[src/rtl/stbus_slot_rx.sv]
// ST-BUS receive deframer: locks onto the frame pulse, extracts one selected
// 8-bit timeslot per frame and queues it to the host through a small FIFO.
module stbus_slot_rx #(
  parameter int DEPTH = 4,
  parameter int AW    = 2,
  parameter int NSLOT = 32
) (
  input  logic       c4,
  input  logic       rst_n,
  input  logic       f0,
  input  logic       clk_en_rx,
  input  logic       din,
  input  logic [4:0] slot_sel,
  output logic [7:0] dout,
  output logic       dout_valid,
  input  logic       dout_ready,
  output logic       locked,
  output logic       frame_err,
  output logic       overflow
);

  typedef enum logic [1:0] {
    HUNT = 2'b00,
    SYNC = 2'b01,
    LOCK = 2'b10
  } state_t;

  localparam logic [8:0] FRAME_LEN_C = 9'(NSLOT * 8);

  state_t      state_r;
  logic        f0_prev_r;
  logic        first_r;
  logic [7:0]  bit_cnt_r;
  logic [7:0]  shreg_r;
  logic [8:0]  strb_cnt_r;
  logic [4:0]  sel_r;
  logic [7:0]  mem_r [DEPTH];
  logic [AW:0] wr_ptr_r;
  logic [AW:0] rd_ptr_r;
  logic [7:0]  dout_r;
  logic        dout_valid_r;
  logic        locked_r;
  logic        frame_err_r;
  logic        overflow_r;

  logic        fs_s;
  logic [7:0]  cur_idx_s;
  logic [7:0]  byte_s;
  logic        push_s;
  logic        pop_s;
  logic        full_s;
  logic        wr_en_s;
  logic        drop_s;
  logic [AW:0] wr_next_s;
  logic [AW:0] rd_next_s;
  logic [7:0]  head_s;

  // Frame-start detect, bit index of the current strobe, push/pop decode and next FIFO head
  always_comb begin
    fs_s = f0_prev_r & ~f0;
    // first_r: an fs was seen without a strobe, so the next strobe is bit 0
    if (fs_s || first_r) begin
      cur_idx_s = 8'd0;
    end else begin
      cur_idx_s = bit_cnt_r + 8'd1;
    end
    byte_s    = {shreg_r[6:0], din};
    push_s    = (state_r == LOCK) && clk_en_rx && (cur_idx_s[2:0] == 3'd7) &&
                (cur_idx_s[7:3] == sel_r);
    pop_s     = dout_valid_r & dout_ready;
    full_s    = (wr_ptr_r[AW] != rd_ptr_r[AW]) &&
                (wr_ptr_r[AW-1:0] == rd_ptr_r[AW-1:0]);
    wr_en_s   = push_s & (~full_s | pop_s);
    drop_s    = push_s & full_s & ~pop_s;
    wr_next_s = wr_ptr_r + {{AW{1'b0}}, wr_en_s};
    rd_next_s = rd_ptr_r + {{AW{1'b0}}, pop_s};
    // A byte written this cycle into an otherwise empty FIFO becomes the head directly
    if (rd_next_s == wr_ptr_r) begin
      head_s = byte_s;
    end else begin
      head_s = mem_r[rd_next_s[AW-1:0]];
    end
  end

  // Bit counter and serial shift register
  always_ff @(posedge c4 or negedge rst_n) begin
    if (!rst_n) begin
      f0_prev_r <= 1'b1;
      first_r   <= 1'b1;
      bit_cnt_r <= 8'd0;
      shreg_r   <= 8'h00;
    end else begin
      f0_prev_r <= f0;
      if (fs_s || clk_en_rx) begin
        bit_cnt_r <= clk_en_rx ? cur_idx_s : 8'd0;
        first_r   <= ~clk_en_rx;
      end
      if (clk_en_rx) begin
        shreg_r <= byte_s;
      end
    end
  end

  // Frame alignment state machine with slot latch and strobe counter
  always_ff @(posedge c4 or negedge rst_n) begin
    if (!rst_n) begin
      state_r     <= HUNT;
      strb_cnt_r  <= 9'd0;
      sel_r       <= 5'd0;
      locked_r    <= 1'b0;
      frame_err_r <= 1'b0;
    end else begin
      frame_err_r <= 1'b0;
      if (fs_s) begin
        sel_r      <= slot_sel;
        strb_cnt_r <= clk_en_rx ? 9'd1 : 9'd0;
        case (state_r)
          HUNT: begin
            state_r  <= SYNC;
            locked_r <= 1'b0;
          end
          SYNC: begin
            if (strb_cnt_r == FRAME_LEN_C) begin
              state_r  <= LOCK;
              locked_r <= 1'b1;
            end else begin
              state_r  <= SYNC;
              locked_r <= 1'b0;
            end
          end
          LOCK: begin
            if (strb_cnt_r != FRAME_LEN_C) begin
              state_r     <= HUNT;
              locked_r    <= 1'b0;
              frame_err_r <= 1'b1;
            end
          end
          default: begin
            state_r  <= HUNT;
            locked_r <= 1'b0;
          end
        endcase
      end else if (clk_en_rx) begin
        // Saturate so a long fs-less stretch never aliases back to a full frame
        if (strb_cnt_r != 9'h1FF) begin
          strb_cnt_r <= strb_cnt_r + 9'd1;
        end
        if ((state_r == LOCK) && (strb_cnt_r == FRAME_LEN_C)) begin
          state_r     <= HUNT;
          locked_r    <= 1'b0;
          frame_err_r <= 1'b1;
        end
      end
    end
  end

  // Output FIFO with registered head and valid
  always_ff @(posedge c4 or negedge rst_n) begin
    if (!rst_n) begin
      for (int i = 0; i < DEPTH; i++) begin
        mem_r[i] <= 8'h00;
      end
      wr_ptr_r     <= '0;
      rd_ptr_r     <= '0;
      dout_r       <= 8'h00;
      dout_valid_r <= 1'b0;
      overflow_r   <= 1'b0;
    end else begin
      if (wr_en_s) begin
        mem_r[wr_ptr_r[AW-1:0]] <= byte_s;
      end
      wr_ptr_r     <= wr_next_s;
      rd_ptr_r     <= rd_next_s;
      dout_valid_r <= (rd_next_s != wr_next_s);
      if (rd_next_s != wr_next_s) begin
        dout_r <= head_s;
      end
      if (drop_s) begin
        overflow_r <= 1'b1;
      end
    end
  end

  assign dout       = dout_r;
  assign dout_valid = dout_valid_r;
  assign locked     = locked_r;
  assign frame_err  = frame_err_r;
  assign overflow   = overflow_r;

endmodule
[config.mk]
export PLATFORM = sky130hd
export DESIGN_NAME = stbus_slot_rx
export DESIGN_NICKNAME = d
export VERILOG_FILES = /design/src/rtl/stbus_slot_rx.sv
export SDC_FILE = /design/constraint.sdc
export NUM_CORES = 1
export LEC_CHECK = 0
export ABC_CLOCK_PERIOD_IN_PS = 3650
export CORE_MARGIN = 1.5
export CORE_UTILIZATION = 39
export DETAILED_ROUTE_END_ITERATION = 10
export GPL_TIMING_DRIVEN = 0
export PLACE_DENSITY = 0.6
export SLEW_MARGIN = 20
export SYNTH_ARGS = -nofsm -noshare
export SYNTH_HDL_FRONTEND = slang
export SYNTH_SLANG_ARGS = --single-unit
[constraint.sdc]
create_clock -name c4 -period 3.65 [get_ports c4]
set_clock_uncertainty 0.1 [all_clocks]
set_input_delay 0.365 -clock c4 [delete_from_list [all_inputs] [get_ports c4]]
set_output_delay 0.365 -clock c4 [all_outputs]
set_load 0.01 [all_outputs]
; After elaboration in Yosys (flattened, before gate mapping)
; Index checks and enable logic that the tools add are counted.
[totals]
regBits = 83
in_bits = 11
out_inout_bits = 12
[op_classes]
reduce_logical = 14
muxes = 30
addsub = 4
n_bitwise = 12
magnitude_cmp = 3
n_eq_ne = 12
[op_table]
columns = op, n
row1 = 8-bit 2-to-1 mux, 6
row2 = 32-bit bitwise mux, 1
row3 = 9-bit 2-to-1 mux, 3
row4 = 9-bit inequality test (second input constant), 2
row5 = 8-bit binary-select mux with 2-bit select, 1
row6 = 8-bit demux with 2-bit select, 1
row7 = 1-bit 2-to-1 mux, 11
row8 = 2-bit 2-to-1 mux, 5
row9 = 9-bit by 1-bit adder with 9-bit output (second input constant), 1
row10 = 9-bit == test (second input constant), 1
row11 = 8-bit by 1-bit adder with 8-bit output (second input constant), 1
row12 = 3-bit by 1-bit adder with 3-bit output, 2
row13 = 3-bit >= comparator (second input constant), 2
row14 = 1-bit logical AND, 6
row15 = 2-bit NOT with 3-bit output, 2
row16 = 2-bit case mux with 3 select lines, 1
row17 = 2-bit nonzero test, 3
row18 = 1-bit AND, 5
row19 = 5-bit == test, 1
row20 = 1-bit NOT, 4
row21 = 3-bit == test, 1
row22 = 3-bit == test (second input constant), 1
row23 = 3-bit by 1-bit < comparator with 1-bit output (second input constant), 1
row24 = 3-bit inequality test, 1
row25 = other kinds (11), 12

; Depth between registers and ports, before layout
; Gate-level depths: netlist of run 1.
[logic_depth]
word_depth = 10
mapped_depth = 16
mapped_depth_nobuf = 14

; Least setup slack after synthesis of run 1
; OpenSTA, ideal clock, no wires.
[synth_timing]
path_type = flip-flop to flip-flop
startpoint = register first_r
endpoint = register dout_r[7], in the netlist dout[7]
n_path_buf = 4
stages_incl_launch_ff = 16
path_slack_ps = 130
setup_ps = 137
t_required_ps = 3413
arrival_time_ps = 3283
cell_sequence = dfstp_2 -> clkbuf_1 -> nor4b_1 -> o21a_1 -> a2111o_1 -> buf_2 -> nor4_1 -> ha_1 -> ha_1 -> xor2_1 -> xnor2_1 -> or3_1 -> clkbuf_1 -> clkbuf_1 -> nor2_1 -> a21oi_1
[synth_between]
elab_chain_cells = 8
[synth_lines]
columns = element, line_no
row1 = start: declaration, 32  ; logic first_r;
row2 = start signal: assignment, 96  ; first_r <= ~clk_en_rx;
row3 = 1-bit logical OR (*), 62  ; if (fs_s || first_r) begin
row4 = 8-bit 2-to-1 mux (*), 62
row5 = 3-bit == test, 68  ; push_s = (state_r == LOCK) && clk_en_rx && (cur_idx_s[2:0] == 3'd7) &&
row6 = 1-bit logical AND, 68
row7 = 1-bit logical AND (*), 68
row8 = 1-bit AND (*), 73  ; wr_en_s = push_s & (~full_s | pop_s);
row9 = 3-bit by 1-bit adder with 3-bit output (*), 75  ; wr_next_s = wr_ptr_r + {{AW{1'b0}}, wr_en_s};
row10 = named net wr_next_s[2], 54  ; logic [AW:0] wr_next_s;
row11 = 3-bit inequality test (*), 175  ; if (rd_next_s != wr_next_s) begin
row12 = end signal: assignment, 176  ; dout_r <= head_s;
row13 = end: declaration, 40  ; logic [7:0] dout_r;
; Mark *: on every way through the listed nets, which the timed path passes. The rest lies on a longest branch.
; A chain may end at the register's enable or synchronous reset.

; Worst setup path after layout of run 1
[layout_timing]
startpoint = register f0_prev_r
endpoint = register dout_r[7], in the netlist dout[7]
[layout_between]
elab_chain_cells = 9
[layout_lines]
columns = element, line_no
row1 = start: declaration, 31  ; logic f0_prev_r;
row2 = start signal: assignment, 88  ; f0_prev_r <= 1'b1;
row3 = start signal: assignment, 93  ; f0_prev_r <= f0;
row4 = 1-bit AND (*), 60  ; fs_s = f0_prev_r & ~f0;
row5 = 1-bit logical OR (*), 62
row6 = 8-bit 2-to-1 mux (*), 62
row7 = 3-bit == test, 68
row8 = 1-bit logical AND, 68
row9 = 1-bit logical AND (*), 68
row10 = 1-bit AND (*), 73
row11 = 3-bit by 1-bit adder with 3-bit output (*), 75
row12 = named net wr_next_s[2], 54
row13 = 3-bit inequality test (*), 175
; Marks and branches as above.

==> metrics, run 1 <==
largest net degree at the start of global routing 48; postcts setup bufs 0; Starting Density roughly two fifths; WHS approximately 0.38 ns; status completed; global route overflow 0; Async SR Flop Fraction 100%; synthesized area just over 4000 sq um; vias in the first global route 2779; CTS tree yes; Final #Nets roughly 410; final cell count without fillers around 530; HP Class reg2reg; average routed wire per standard cell 15.7 um; Mapped Nets ~370; GP Congestion roughly 0.83; CTS Buffer Depth 2; Core ar. a little over 10000 sq um; initial antenna violation count 0; # port buffers 22; Setup WS pre-CTS -0.851 ns; dpl hpwl roughly 5500 um; Area Growth Syn to Fin 15.9%; count of different cell masters after synthesis 45; Core Util, Final between 40% and 50%; Hold Path Stages 2; critical path peak fanout 10; Final Max Tran Viols 0; Final ANT Viol Nets 0; CTS root buffer clkbuf_8; row cnt 37; WS Path Type reg2reg; clock tree sinks 83; ys flop type dfrtp_1; drt drc 0; Vias ~2700; FF-to-FF path depth 14; commonest non-fill, non-tap cell in the layout dfrtp_1; detailed router's first-iteration violation count 116; max_slew headroom 40.0%; Setup-failing EPs final 0; # IOs 23; cells after synthesis approximately 350; crit path DAT approximately 3.7 ns; max-cap violation count 0; Clock Latency Late Sink roughly 0.37 ns; CP startpoint kind flip-flop; Post-Syn Area per Cell 11.7 sq um; hold path endpoint overflow; peak supply drop 215 uV; area of the multi-input gates between 1500 and 2000 sq um; Fin. Hold Viols 0; first-pass GRT wire length ~14000 um; placed cell count between 500 and 600; min Tclk post-route 3.51 ns; hold path start overflow; chip height ~110 um; Clock transition at path regs 0.08 ns; Worst R2R End dout[7]; leakage power 2.18 nW; yosys warns 0; R2R setup slack 0.14 ns; routed wire length about 8300 um; top-area cell type share of the netlist area about half; most frequent cells in the layout 80 x dfrtp_1, 35 x mux2_2, 29 x nor2_1; sequential share of the synthesized area approximately 50%; post-route setup slack 0.143 ns; H-tree lvl count 3; register area about 2100 sq um; Final period util between 90% and 100%; total iterations of the first detailed-routing run 4; GRT Util Overall between 10% and 20%; EDFF count, synth 0; Vias per Instance between 5 and 6; pwr dens between 500 and 600 nW/um^2; count of state elements after synthesis between 80 and 90; worst slew pin tran approximately 0.9 ns; crit end category flip-flop; CTS buffer count 9; largest cells by area after synthesis dfrtp_1 49%, mux2_2 9.6%, mux4_2 4.4%; die area around 11000 sq um; Max Fclk between 0.2 and 0.3 GHz; Critical Path RT 3.80 ns; # fillers ~970; ant diodes 0; layout cells sized above 1 21.5%; Die X 106 um; worst r2r src f0_prev_r; cell taking the most area after synthesis dfrtp_1
[worst max-delay path, cell delays in order (launching register included)]
cell and delay (ns):
dfstp_2 0.56, nor2b_4 0.19, nor4b_1 0.07, o21a_1 0.19, a2111o_1 0.38, buf_2 0.21, nor4_2 0.29, ha_1 0.19
ha_1 0.19, xor2_2 0.19, xnor2_1 0.09, or3_4 0.40, buf_4 0.21, nor2_1 0.09, a21oi_1 0.04
[area by class of cell]
type	instances	area share, %
flip-flops and latches	83	43.6
multi-input cells	246	41.7
plain buffers	14	1.28
clock buffers	12	2.83
inverters	8	0.629
clock inverters	4	1.07
repair buffers	24	5.34
well taps	136	3.56
[logic make-up (layout without fill, tap and decap cells)]
group	Yosys count	after routing	synth area share [%]
and+or+nand+nor	111	111	15.2
DFF	83	83	50.5
muxes	59	59	18.0
AOI/OAI and AO/OA	49	49	7.59
buffers and inverters	24	62	2.28
xor gates and xnor gates	19	19	4.04
adders and majority gates	8	8	2.43
[synth_stat cells (6+ instances only)]
library cell,number
a21oi_1,21
clkbuf_1,12
dfrtp_1,81
ha_1,8
inv_1,8
mux2_2,35
mux2i_1,11
mux4_2,8
nand2_1,25
nand3_1,9
nor2_1,29
nor3_1,6
o21ai_0,10
or3_1,7
xnor2_1,6
xor2_1,13
[flip-flops by register name, indices dropped and copies added, names as in the netlist, 2 cells and up]
register / cells
dout: 8
bit_cnt_r: 8
wr_ptr_r: 3
rd_ptr_r: 3
sel_r: 5
shreg_r: 7
state_r: 2
mem_r: 32
strb_cnt_r: 9
[power by group]
group          total [W]  internal (W)  switching (W)
sequential       0.00113       0.00103       0.000103
clock           0.000652      0.000317       0.000335
combinational   0.000738      0.000336       0.000402
[per-layer routing]
layer  vias to the layer above  routed length, um  global-route usage, %
met4                         0                172                   7.53
met3                        12                184                   3.28
met1                      1361               4110                   22.7
li1                       1333                  -                      -
met5                         -                  0                      0
met2                        35               3810                   24.5
[worst max path at each step]
stage               from           end  cells after the start
2_1_floorplan    first_r       dout[7]                     15
3_3_place_gp       rst_n  bit_cnt_r[7]                      1
3_5_place_dp          f0       dout[6]                     15
4_1_cts        f0_prev_r       dout[7]                     14
5_1_grt        f0_prev_r       dout[7]                     14
6_report       f0_prev_r       dout[7]                     14
[through the flow]
stage          setup TNS (ns)  instance area [sq um]  total power, W
6_report                    0                   4780         0.00252
3_3_place_gp           -75.41                   4510         0.00186
5_1_grt               -0.0202                   4780         0.00267
3_5_place_dp            -7.29                   4540         0.00188
2_1_floorplan               0                   4120         0.00162
4_1_cts                     0                   4750         0.00254
[timing repair]
action / CTS / global route
endpoints found under the hold margin: 36 / 0
gates resized for setup: 8 / 7
pin swaps: 0 / 1
hold buffers: 1 / 0
endpoints found under the setup margin: 9 / 9
Note: power is estimated with default switching activity, not from simulation.
==> run 2: changes to the inputs <==
--- a/config.mk
+++ b/config.mk
@@ -10,7 +10,6 @@
 export CORE_UTILIZATION = 39
 export DETAILED_ROUTE_END_ITERATION = 10
 export GPL_TIMING_DRIVEN = 0
-export PLACE_DENSITY = 0.6
 export SLEW_MARGIN = 20
 export SYNTH_ARGS = -nofsm -noshare
 export SYNTH_HDL_FRONTEND = slang
==> results of run 2 <==
Same layout as run 1: the final DEF is identical, and so are final timing and power.
==> run 3: changes to the inputs <==
--- a/config.mk
+++ b/config.mk
@@ -14,3 +14,4 @@
 export SYNTH_ARGS = -nofsm -noshare
 export SYNTH_HDL_FRONTEND = slang
 export SYNTH_SLANG_ARGS = --single-unit
+export TNS_END_PERCENT = 100
==> results of run 3 <==
Same layout as run 1: the final DEF is identical, and so are final timing and power.
